<file path="src/rtl/pin_capture_pkg.sv">
// Shared definitions for the pin capture block: register offsets,
// STATUS bit positions, FSM encoding and the saturating counter helper.
package pin_capture_pkg;

  localparam int ADDR_W = 21;
  localparam int DATA_W = 16;

  // Register map: GLOBAL_CMD is shared by all pins, the rest are
  // offsets from the per-pin window base.
  localparam logic [ADDR_W-1:0] GLOBAL_CMD_ADDR = '0;
  localparam int OFF_CAPTURE_CYCLES = 1;
  localparam int OFF_RUN_INF        = 2;
  localparam int OFF_LOCAL_CMD      = 3;
  localparam int OFF_STATUS         = 4;
  localparam int OFF_HIGH_TIME      = 5;
  localparam int OFF_LOW_TIME       = 6;

  // LOCAL_CMD bits (self-clearing, act only in the write cycle)
  localparam int LCMD_ABORT = 0;
  localparam int LCMD_CLEAR = 1;

  // STATUS bit positions
  localparam int STAT_BUSY      = 0;
  localparam int STAT_DONE      = 1;
  localparam int STAT_EMPTY     = 2;
  localparam int STAT_FULL      = 3;
  localparam int STAT_OVERFLOW  = 4;
  localparam int STAT_COUNT_LSB = 5;
  localparam int STAT_COUNT_MSB = 11;

  // One-hot capture state
  typedef enum logic [3:0] {
    ST_IDLE      = 4'b0001,
    ST_WAIT_RISE = 4'b0010,
    ST_HIGH      = 4'b0100,
    ST_LOW       = 4'b1000
  } state_t;

  localparam logic [DATA_W-1:0] CNT_MAX = 16'hFFFF;

  // Phase counters stick at full scale rather than wrapping
  function automatic logic [DATA_W-1:0] sat_inc(input logic [DATA_W-1:0] v);
    return (v == CNT_MAX) ? v : v + 16'd1;
  endfunction

endpackage

</file>
<file path="src/rtl/pin_capture_fifo.sv">
// Small synchronous FIFO holding {high, low} phase pairs. A push into a
// full FIFO is dropped and latches a sticky overflow flag, unless a pop
// happens in the same cycle. Clear beats any same-cycle push or pop.
module pin_capture_fifo #(
  parameter int DEPTH = 8,
  parameter int WIDTH = 32,
  localparam int PTR_W = $clog2(DEPTH),
  localparam int CNT_W = PTR_W + 1
) (
  input  logic             clk,
  input  logic             reset,
  input  logic             push,
  input  logic [WIDTH-1:0] push_data,
  input  logic             pop,
  input  logic             clear,
  output logic [WIDTH-1:0] head,
  output logic             empty,
  output logic             full,
  output logic             overflow,
  output logic [CNT_W-1:0] count
);

  logic [WIDTH-1:0] mem [DEPTH];
  logic [PTR_W-1:0] wr_ptr_reg;
  logic [PTR_W-1:0] rd_ptr_reg;
  logic [CNT_W-1:0] count_reg;
  logic             overflow_reg;
  logic             do_push;
  logic             do_pop;

  assign empty    = (count_reg == '0);
  assign full     = (count_reg == CNT_W'(DEPTH));
  assign do_pop   = pop & ~empty;
  // a pop frees the slot in the same cycle, so a full FIFO still accepts
  assign do_push  = push & (~full | do_pop);
  assign head     = mem[rd_ptr_reg];
  assign overflow = overflow_reg;
  assign count    = count_reg;

  // Storage array; contents need no reset since count gates every read
  always_ff @(posedge clk) begin
    if (do_push && !clear) begin
      mem[wr_ptr_reg] <= push_data;
    end
  end

  // Pointer, occupancy and overflow bookkeeping
  always_ff @(posedge clk or negedge reset) begin
    if (!reset) begin
      wr_ptr_reg   <= '0;
      rd_ptr_reg   <= '0;
      count_reg    <= '0;
      overflow_reg <= 1'b0;
    end else if (clear) begin
      wr_ptr_reg   <= '0;
      rd_ptr_reg   <= '0;
      count_reg    <= '0;
      overflow_reg <= 1'b0;
    end else begin
      if (do_push) begin
        wr_ptr_reg <= wr_ptr_reg + PTR_W'(1);
      end
      if (do_pop) begin
        rd_ptr_reg <= rd_ptr_reg + PTR_W'(1);
      end
      case ({do_push, do_pop})
        2'b10:   count_reg <= count_reg + CNT_W'(1);
        2'b01:   count_reg <= count_reg - CNT_W'(1);
        default: count_reg <= count_reg;
      endcase
      if (push && !do_push) begin
        overflow_reg <= 1'b1;
      end
    end
  end

endmodule

</file>
<file path="src/rtl/pin_capture.sv">
// Per-pin waveform capture: synchronises one pin, times each high and
// low phase in clk ticks and queues completed {high, low} pairs for the
// host to drain over the shared register bus.
module pin_capture
  import pin_capture_pkg::*;
#(
  parameter int POSITION   = 0,
  parameter int FIFO_DEPTH = 8
) (
  input  logic              clk,
  input  logic              reset,
  input  logic [ADDR_W-1:0] addr,
  input  logic [DATA_W-1:0] data_in,
  input  logic              wr,
  input  logic              rd,
  output logic [DATA_W-1:0] data_out,
  input  logic              pin_input,
  output logic              busy
);

  localparam int CNT_W = $clog2(FIFO_DEPTH) + 1;

  localparam logic [ADDR_W-1:0] A_CAPTURE_CYCLES = ADDR_W'(POSITION + OFF_CAPTURE_CYCLES);
  localparam logic [ADDR_W-1:0] A_RUN_INF        = ADDR_W'(POSITION + OFF_RUN_INF);
  localparam logic [ADDR_W-1:0] A_LOCAL_CMD      = ADDR_W'(POSITION + OFF_LOCAL_CMD);
  localparam logic [ADDR_W-1:0] A_STATUS         = ADDR_W'(POSITION + OFF_STATUS);
  localparam logic [ADDR_W-1:0] A_HIGH_TIME      = ADDR_W'(POSITION + OFF_HIGH_TIME);
  localparam logic [ADDR_W-1:0] A_LOW_TIME       = ADDR_W'(POSITION + OFF_LOW_TIME);

  // Host-visible configuration
  logic [DATA_W-1:0] global_cmd_reg;
  logic [DATA_W-1:0] capture_cycles_reg;
  logic [DATA_W-1:0] run_inf_reg;
  logic [DATA_W-1:0] data_out_reg;
  logic [DATA_W-1:0] rd_data_next;
  logic [DATA_W-1:0] status_word;

  // Synchroniser and edge detect
  logic [1:0] sync_reg;
  logic       pin_d_reg;
  logic       pin_s;
  logic       rise;
  logic       fall;

  // Capture engine
  state_t            state_reg;
  logic              busy_reg;
  logic              done_reg;
  logic [DATA_W-1:0] cnt_high_reg;
  logic [DATA_W-1:0] cnt_low_reg;
  logic [DATA_W-1:0] pairs_done_reg;
  logic              arm_ok;

  // Command decode
  logic abort_cmd;
  logic clear_cmd;

  // FIFO interface
  logic              fifo_push;
  logic              fifo_pop;
  logic [31:0]       fifo_head;
  logic              fifo_empty;
  logic              fifo_full;
  logic              fifo_overflow;
  logic [CNT_W-1:0]  fifo_count;

  assign abort_cmd = wr && (addr == A_LOCAL_CMD) && data_in[LCMD_ABORT];
  assign clear_cmd = wr && (addr == A_LOCAL_CMD) && data_in[LCMD_CLEAR];

  assign pin_s = sync_reg[1];
  assign rise  = pin_s & ~pin_d_reg;
  assign fall  = ~pin_s & pin_d_reg;

  assign arm_ok = (global_cmd_reg == 16'd1) &&
                  ((capture_cycles_reg != '0) || (run_inf_reg != '0));

  // a pair completes on the rise that ends a low phase; abort suppresses it
  assign fifo_push = (state_reg == ST_LOW) && rise && !abort_cmd;
  assign fifo_pop  = rd && (addr == A_LOW_TIME);

  assign data_out = data_out_reg;
  assign busy     = busy_reg;

  // Writable registers; LOCAL_CMD has no storage, its bits are pulses
  always_ff @(posedge clk or negedge reset) begin
    if (!reset) begin
      global_cmd_reg     <= '0;
      capture_cycles_reg <= '0;
      run_inf_reg        <= '0;
    end else if (wr) begin
      if (addr == GLOBAL_CMD_ADDR)  global_cmd_reg     <= data_in;
      if (addr == A_CAPTURE_CYCLES) capture_cycles_reg <= data_in;
      if (addr == A_RUN_INF)        run_inf_reg        <= data_in;
    end
  end

  // Two-flop synchroniser plus a delayed copy for edge detection
  always_ff @(posedge clk or negedge reset) begin
    if (!reset) begin
      sync_reg  <= '0;
      pin_d_reg <= 1'b0;
    end else begin
      sync_reg  <= {sync_reg[0], pin_input};
      pin_d_reg <= sync_reg[1];
    end
  end

  // Capture state machine with registered busy and done
  always_ff @(posedge clk or negedge reset) begin
    if (!reset) begin
      state_reg      <= ST_IDLE;
      busy_reg       <= 1'b0;
      done_reg       <= 1'b0;
      cnt_high_reg   <= '0;
      cnt_low_reg    <= '0;
      pairs_done_reg <= '0;
    end else begin
      if (abort_cmd) begin
        state_reg <= ST_IDLE;
        busy_reg  <= 1'b0;
      end else begin
        unique case (state_reg)
          ST_IDLE: begin
            cnt_high_reg   <= '0;
            cnt_low_reg    <= '0;
            pairs_done_reg <= '0;
            if (arm_ok) begin
              state_reg <= ST_WAIT_RISE;
              busy_reg  <= 1'b1;
              done_reg  <= 1'b0;
            end
          end
          ST_WAIT_RISE: begin
            // a high phase already in progress at arm time is skipped
            if (rise) begin
              cnt_high_reg <= 16'd1;
              state_reg    <= ST_HIGH;
            end
          end
          ST_HIGH: begin
            if (fall) begin
              cnt_low_reg <= 16'd1;
              state_reg   <= ST_LOW;
            end else begin
              cnt_high_reg <= sat_inc(cnt_high_reg);
            end
          end
          ST_LOW: begin
            if (rise) begin
              pairs_done_reg <= pairs_done_reg + 16'd1;
              if ((run_inf_reg == '0) &&
                  (pairs_done_reg + 16'd1 == capture_cycles_reg)) begin
                done_reg  <= 1'b1;
                state_reg <= ST_IDLE;
                busy_reg  <= 1'b0;
              end else begin
                cnt_high_reg <= 16'd1;
                state_reg    <= ST_HIGH;
              end
            end else begin
              cnt_low_reg <= sat_inc(cnt_low_reg);
            end
          end
          default: begin
            state_reg <= ST_IDLE;
            busy_reg  <= 1'b0;
          end
        endcase
      end
      // clearing status overrides a completion in the same cycle
      if (clear_cmd) begin
        done_reg <= 1'b0;
      end
    end
  end

  // STATUS word assembly
  always_comb begin
    status_word = '0;
    status_word[STAT_BUSY]     = busy_reg;
    status_word[STAT_DONE]     = done_reg;
    status_word[STAT_EMPTY]    = fifo_empty;
    status_word[STAT_FULL]     = fifo_full;
    status_word[STAT_OVERFLOW] = fifo_overflow;
    status_word[STAT_COUNT_MSB:STAT_COUNT_LSB] = 7'(fifo_count);
  end

  // Read mux; unmapped addresses and an empty FIFO read as zero
  always_comb begin
    rd_data_next = '0;
    if (addr == GLOBAL_CMD_ADDR) begin
      rd_data_next = global_cmd_reg;
    end else if (addr == A_CAPTURE_CYCLES) begin
      rd_data_next = capture_cycles_reg;
    end else if (addr == A_RUN_INF) begin
      rd_data_next = run_inf_reg;
    end else if (addr == A_STATUS) begin
      rd_data_next = status_word;
    end else if (addr == A_HIGH_TIME) begin
      rd_data_next = fifo_empty ? '0 : fifo_head[31:16];
    end else if (addr == A_LOW_TIME) begin
      rd_data_next = fifo_empty ? '0 : fifo_head[15:0];
    end
  end

  // Registered read data, held while rd is low
  always_ff @(posedge clk or negedge reset) begin
    if (!reset) begin
      data_out_reg <= '0;
    end else if (rd) begin
      data_out_reg <= rd_data_next;
    end
  end

  pin_capture_fifo #(
    .DEPTH (FIFO_DEPTH),
    .WIDTH (32)
  ) u_fifo (
    .clk       (clk),
    .reset     (reset),
    .push      (fifo_push),
    .push_data ({cnt_high_reg, cnt_low_reg}),
    .pop       (fifo_pop),
    .clear     (clear_cmd),
    .head      (fifo_head),
    .empty     (fifo_empty),
    .full      (fifo_full),
    .overflow  (fifo_overflow),
    .count     (fifo_count)
  );

endmodule

</file>
<file path="config.mk">
export PLATFORM = sky130hd
export DESIGN_NAME = pin_capture
export DESIGN_NICKNAME = d
export VERILOG_FILES = /design/src/rtl/pin_capture_pkg.sv /design/src/rtl/pin_capture_fifo.sv /design/src/rtl/pin_capture.sv
export SDC_FILE = /design/constraint.sdc
export NUM_CORES = 1
export LEC_CHECK = 0
export CAP_MARGIN = 30
export CORE_UTILIZATION = 35
export CTS_CLUSTER_DIAMETER = 60
export DETAILED_ROUTE_END_ITERATION = 16
export GPL_ROUTABILITY_DRIVEN = 0
export SLEW_MARGIN = 20
export SYNTH_ARGS = -nofsm -noshare
export SYNTH_HDL_FRONTEND = slang
export SYNTH_HIERARCHICAL = 1
export SYNTH_SLANG_ARGS = --single-unit
</file>
<file path="constraint.sdc">
create_clock -name clk -period 9.4 [get_ports clk]
set_input_delay 0.94 -clock clk [delete_from_list [all_inputs] [get_ports clk]]
set_output_delay 0.94 -clock clk [all_outputs]
set_load 0.01 [all_outputs]
</file>
==> results.py <==
metrics = {
    "cts": {
        "clock_sinks": 388,
        "h-tree-depth": 2,
        "cts_tree": "built",
        "root_buffer": "clkbuf_16",
        "clk_latency_ps": 570,
        "post_cts_resized": 0,
        "ctsHoldBuffers": 0,
        "cts.reportedPaths.clkPinSlew_ps": 60,
        "post_cts_buffers": 0,
        "cts_made_buffers": 44,
        "clock_path_buffers": 3,
    },
    "routing": {
        "wire_per_inst_um": 21.49,
        "ant_nets": 0,
        "first_pass_iters": 6,
        "drtIter0Drc": 1128,
        "drt_wl_total_mm": 41.81,
        "viasPerCell": 5.495,
        "drc": 0,
        "num_vias": 10690,
    },
    "yosys": {
        "synth_seq_area_share_pct": 63.40,
        "synth_edf_count": 256,
        "yosysUniqueCellTypes": 80,
        "yosysWarningCount": 6,
        "syn_nets": 1234,
        "synthArstFlopShare_pct": 34.02,
        "syn_area_mm2": 0.01734,
        "avgSynthCellArea_um2": 14.64,
        "synthFlopType": "edfxtp_1",
        "synthCells": 1184,
        "synth-seq-cells": 388,
    },
    "critical_path": {
        "timing.critical_path.slowest_stage_cell": "or4_4",
        "crit_path_end_kind": "flip-flop",
        "r2r_start": "state_reg[1]",
        "critPathRequiredTime_ps": 9880,
        "crit_fanout": 21,
        "crit_arrival_ps": 5360,
        "critical_path_class": "in2reg",
        "path_cells": "clkdlybuf4s50_1 -> or4_4 -> or3b_1 -> or4_4 -> nand2_2 -> inv_1 -> nor2_1 -> ha_1 -> a211oi_1 -> o2111ai_1 -> a21o_1 -> a21oi_1",
        "reg2reg_depth": 8,
        "regToRegSetupSlack_ps": 4900,
        "critPathLaunchType": "input port",
        "crit_top_cell": "or4_4",
        "max_stage_delay_ps": 630,
        "reg2reg_to": "u_fifo/mem[2][22]",
    },
    "cells_and_area": {
        "instances_no_fill": 1946,
        "top_register": "u_fifo/mem",
        "multi_input_area_mm2": 0.006002,
        "n_antenna_cell": 0,
        "post-route-util_pct": 41.04,
        "area_delta_synth_final_pct": 15.89,
        "drive_gt1_share_pct": 20.98,
        "regArea_mm2": 0.01100,
        "fill_cells": 4448,
        "nNetsFinal": 1298,
        "largest_register_ffs": 256,
    },
    "status": {
        "status": "completed",
    },
    "hold_path": {
        "whs_path_depth": 0,
        "min_to": "sync_reg[1]",
        "hold_class": "reg2reg",
        "hp-start": "sync_reg[0]",
    },
    "global_routing": {
        "antenna_found_initial": 0,
        "grt_overflow_total": 0,
        "grt_pass1_wl_mm": 65.09,
        "grt_pass1_vias": 10700,
        "grt_max_degree": 77,
        "track_usage_pct": 16.92,
    },
    "sta": {
        "skew_ps": 22.32,
        "min_period_over_period_pct": 51.86,
        "whs_ps": 348.3,
        "rsz0062_at_grt": "no",
        "fin_crit_ps": 4875,
        "fmax_ghz": 0.2051,
        "final_hold_viol_count": 0,
        "tightest_slew_ps": 840.6,
        "finalMaxSlewViolations": 0,
        "fin_ws_ps": 4525,
        "fin_setup_tns_ps": 0,
        "relSlewSlack_pct": 43.96,
        "setup_viol": 0,
    },
    "floorplan": {
        "rows": 81,
        "core_mm2": 0.04895,
        "dieArea_mm2": 0.05043,
        "initial_core_util_pct": 35.42,
        "ios": 59,
        "die_height_um": 224.6,
        "die_x_um": 224.6,
    },
    "place": {
        "dp_hpwl_mm": 27.21,
        "pre_cts_slack_ps": 4030,
        "port_buffers": 58,
        "dp.cells": 1865,
    },
    "power_and_ir_drop": {
        "ir_worst_vdd_mv": 0.1231,
        "p_leak_nw": 7.819,
        "power_density_mw_per_mm2": 175.4,
    },
    "job": {
        "maxCapViolCount": 0,
    },
}
==> routing by layer <==
metal	vias up	track usage, %	part of all wire, %
met1	5479	23.25	44
li1	4833	-	-
met4	0	5.552	2.7
met2	311	27.09	47
met3	70	3.096	5.8
met5	-	0	0
==> worst max path at each step <==
stage | start | endpoint | slack [ps] | cells past startpoint
4_1_cts | addr[5] | u_fifo/count[3] | 4610 | 12
2_1_floorplan | addr[5] | u_fifo/mem[6][0] | 2530 | 10
6_report | addr[5] | u_fifo/count[3] | 4530 | 12
3_5_place_dp | addr[5] | u_fifo/count[3] | 4030 | 12
3_3_place_gp | addr[5] | u_fifo/count[3] | 4130 | 12
5_1_grt | addr[5] | u_fifo/count[3] | 4330 | 12
==> worst max-delay path: cells and delay by family <==
family,cells,cell delay [ps]
buffers and inverters,2,720
AOI/OAI and AO/OA,4,1000
and+or+nand+nor,5,2370
adders and majority gates,1,290
==> through the flow <==
step	cell area [µm²]	power, mW
floorplan	17340	1.861
global placement	18610	1.906
detailed placement	18670	1.907
CTS	20080	3.564
global route	20090	3.636
finish	20090	3.525
==> cell families after synthesis <==
kind of cell               after synthesis  synth area share (%)
DFF                                    388                 63.40
xor gates and xnor gates                23                 1.162
muxes                                  148                 13.74
buffers and inverters                   77                 2.281
and+or+nand+nor                        304                 9.541
AOI/OAI and AO/OA                      235                 9.195
adders and majority gates                9                0.6784
==> cell usage after synthesis, types with 8 or more instances <==
cell | count | area (µm²)
o21a_1 | 16 | 120.1
buf_6 | 9 | 101.4
edfxtp_1 | 256 | 7687
mux4_2 | 64 | 1441
nor2_1 | 69 | 259.0
inv_1 | 13 | 48.80
a22oi_1 | 16 | 120.1
a21oi_1 | 37 | 185.2
and3_1 | 16 | 100.1
nor2b_1 | 8 | 50.05
buf_2 | 19 | 95.09
o31ai_1 | 11 | 82.58
o21ai_0 | 48 | 240.2
dfrtp_1 | 131 | 3278
a31oi_1 | 23 | 143.9
nor4_1 | 24 | 150.1
nand4_1 | 20 | 125.1
xnor2_1 | 13 | 113.9
nand2_1 | 66 | 247.7
clkbuf_1 | 28 | 105.1
a22o_1 | 13 | 113.9
xor2_1 | 10 | 87.58
nor3_1 | 19 | 95.09
mux2_2 | 80 | 900.9
nand3_1 | 17 | 85.08
or3_1 | 8 | 50.05
o211ai_1 | 8 | 60.06
o21ai_1 | 15 | 75.07
==> report_power, final <==
group          switching (mW)  total [mW]  internal, mW
Combinational          0.0302      0.0583        0.0281
Clock                   0.699        1.65         0.955
Sequential            0.00356        1.81          1.81
==> area by class of cell <==
class	count	share of cell area [%]
Inverter	13	0.2429
Timing Repair Buffer	82	3.992
Tap cell	664	4.135
Clock buffer	54	5.872
Clock inverter	26	1.152
Multi-Input combinational cell	719	29.87
Sequential cell	388	54.73
==> layout by cell type (no fill, tap or decap), types with 9 or more instances in the layout <==
cell type and count:
o21ai_1 15, xor2_1 10, clkbuf_16 45, nand2_1 66
a22oi_1 16, and3_1 16, mux2_2 80, dfrtp_1 129
nand3_1 17, clkdlybuf4s50_1 57, mux4_2 64, nor2_1 68
o31ai_1 11, buf_4 20, nor3_1 15, a21oi_1 37
o21ai_0 48, inv_1 13, o21a_1 16, a22o_1 13
edfxtp_1 256, clkinv_1 9, nor4_1 21, xnor2_1 13
nand4_1 20, a31oi_1 23
(Power assumes the default switching activity.)
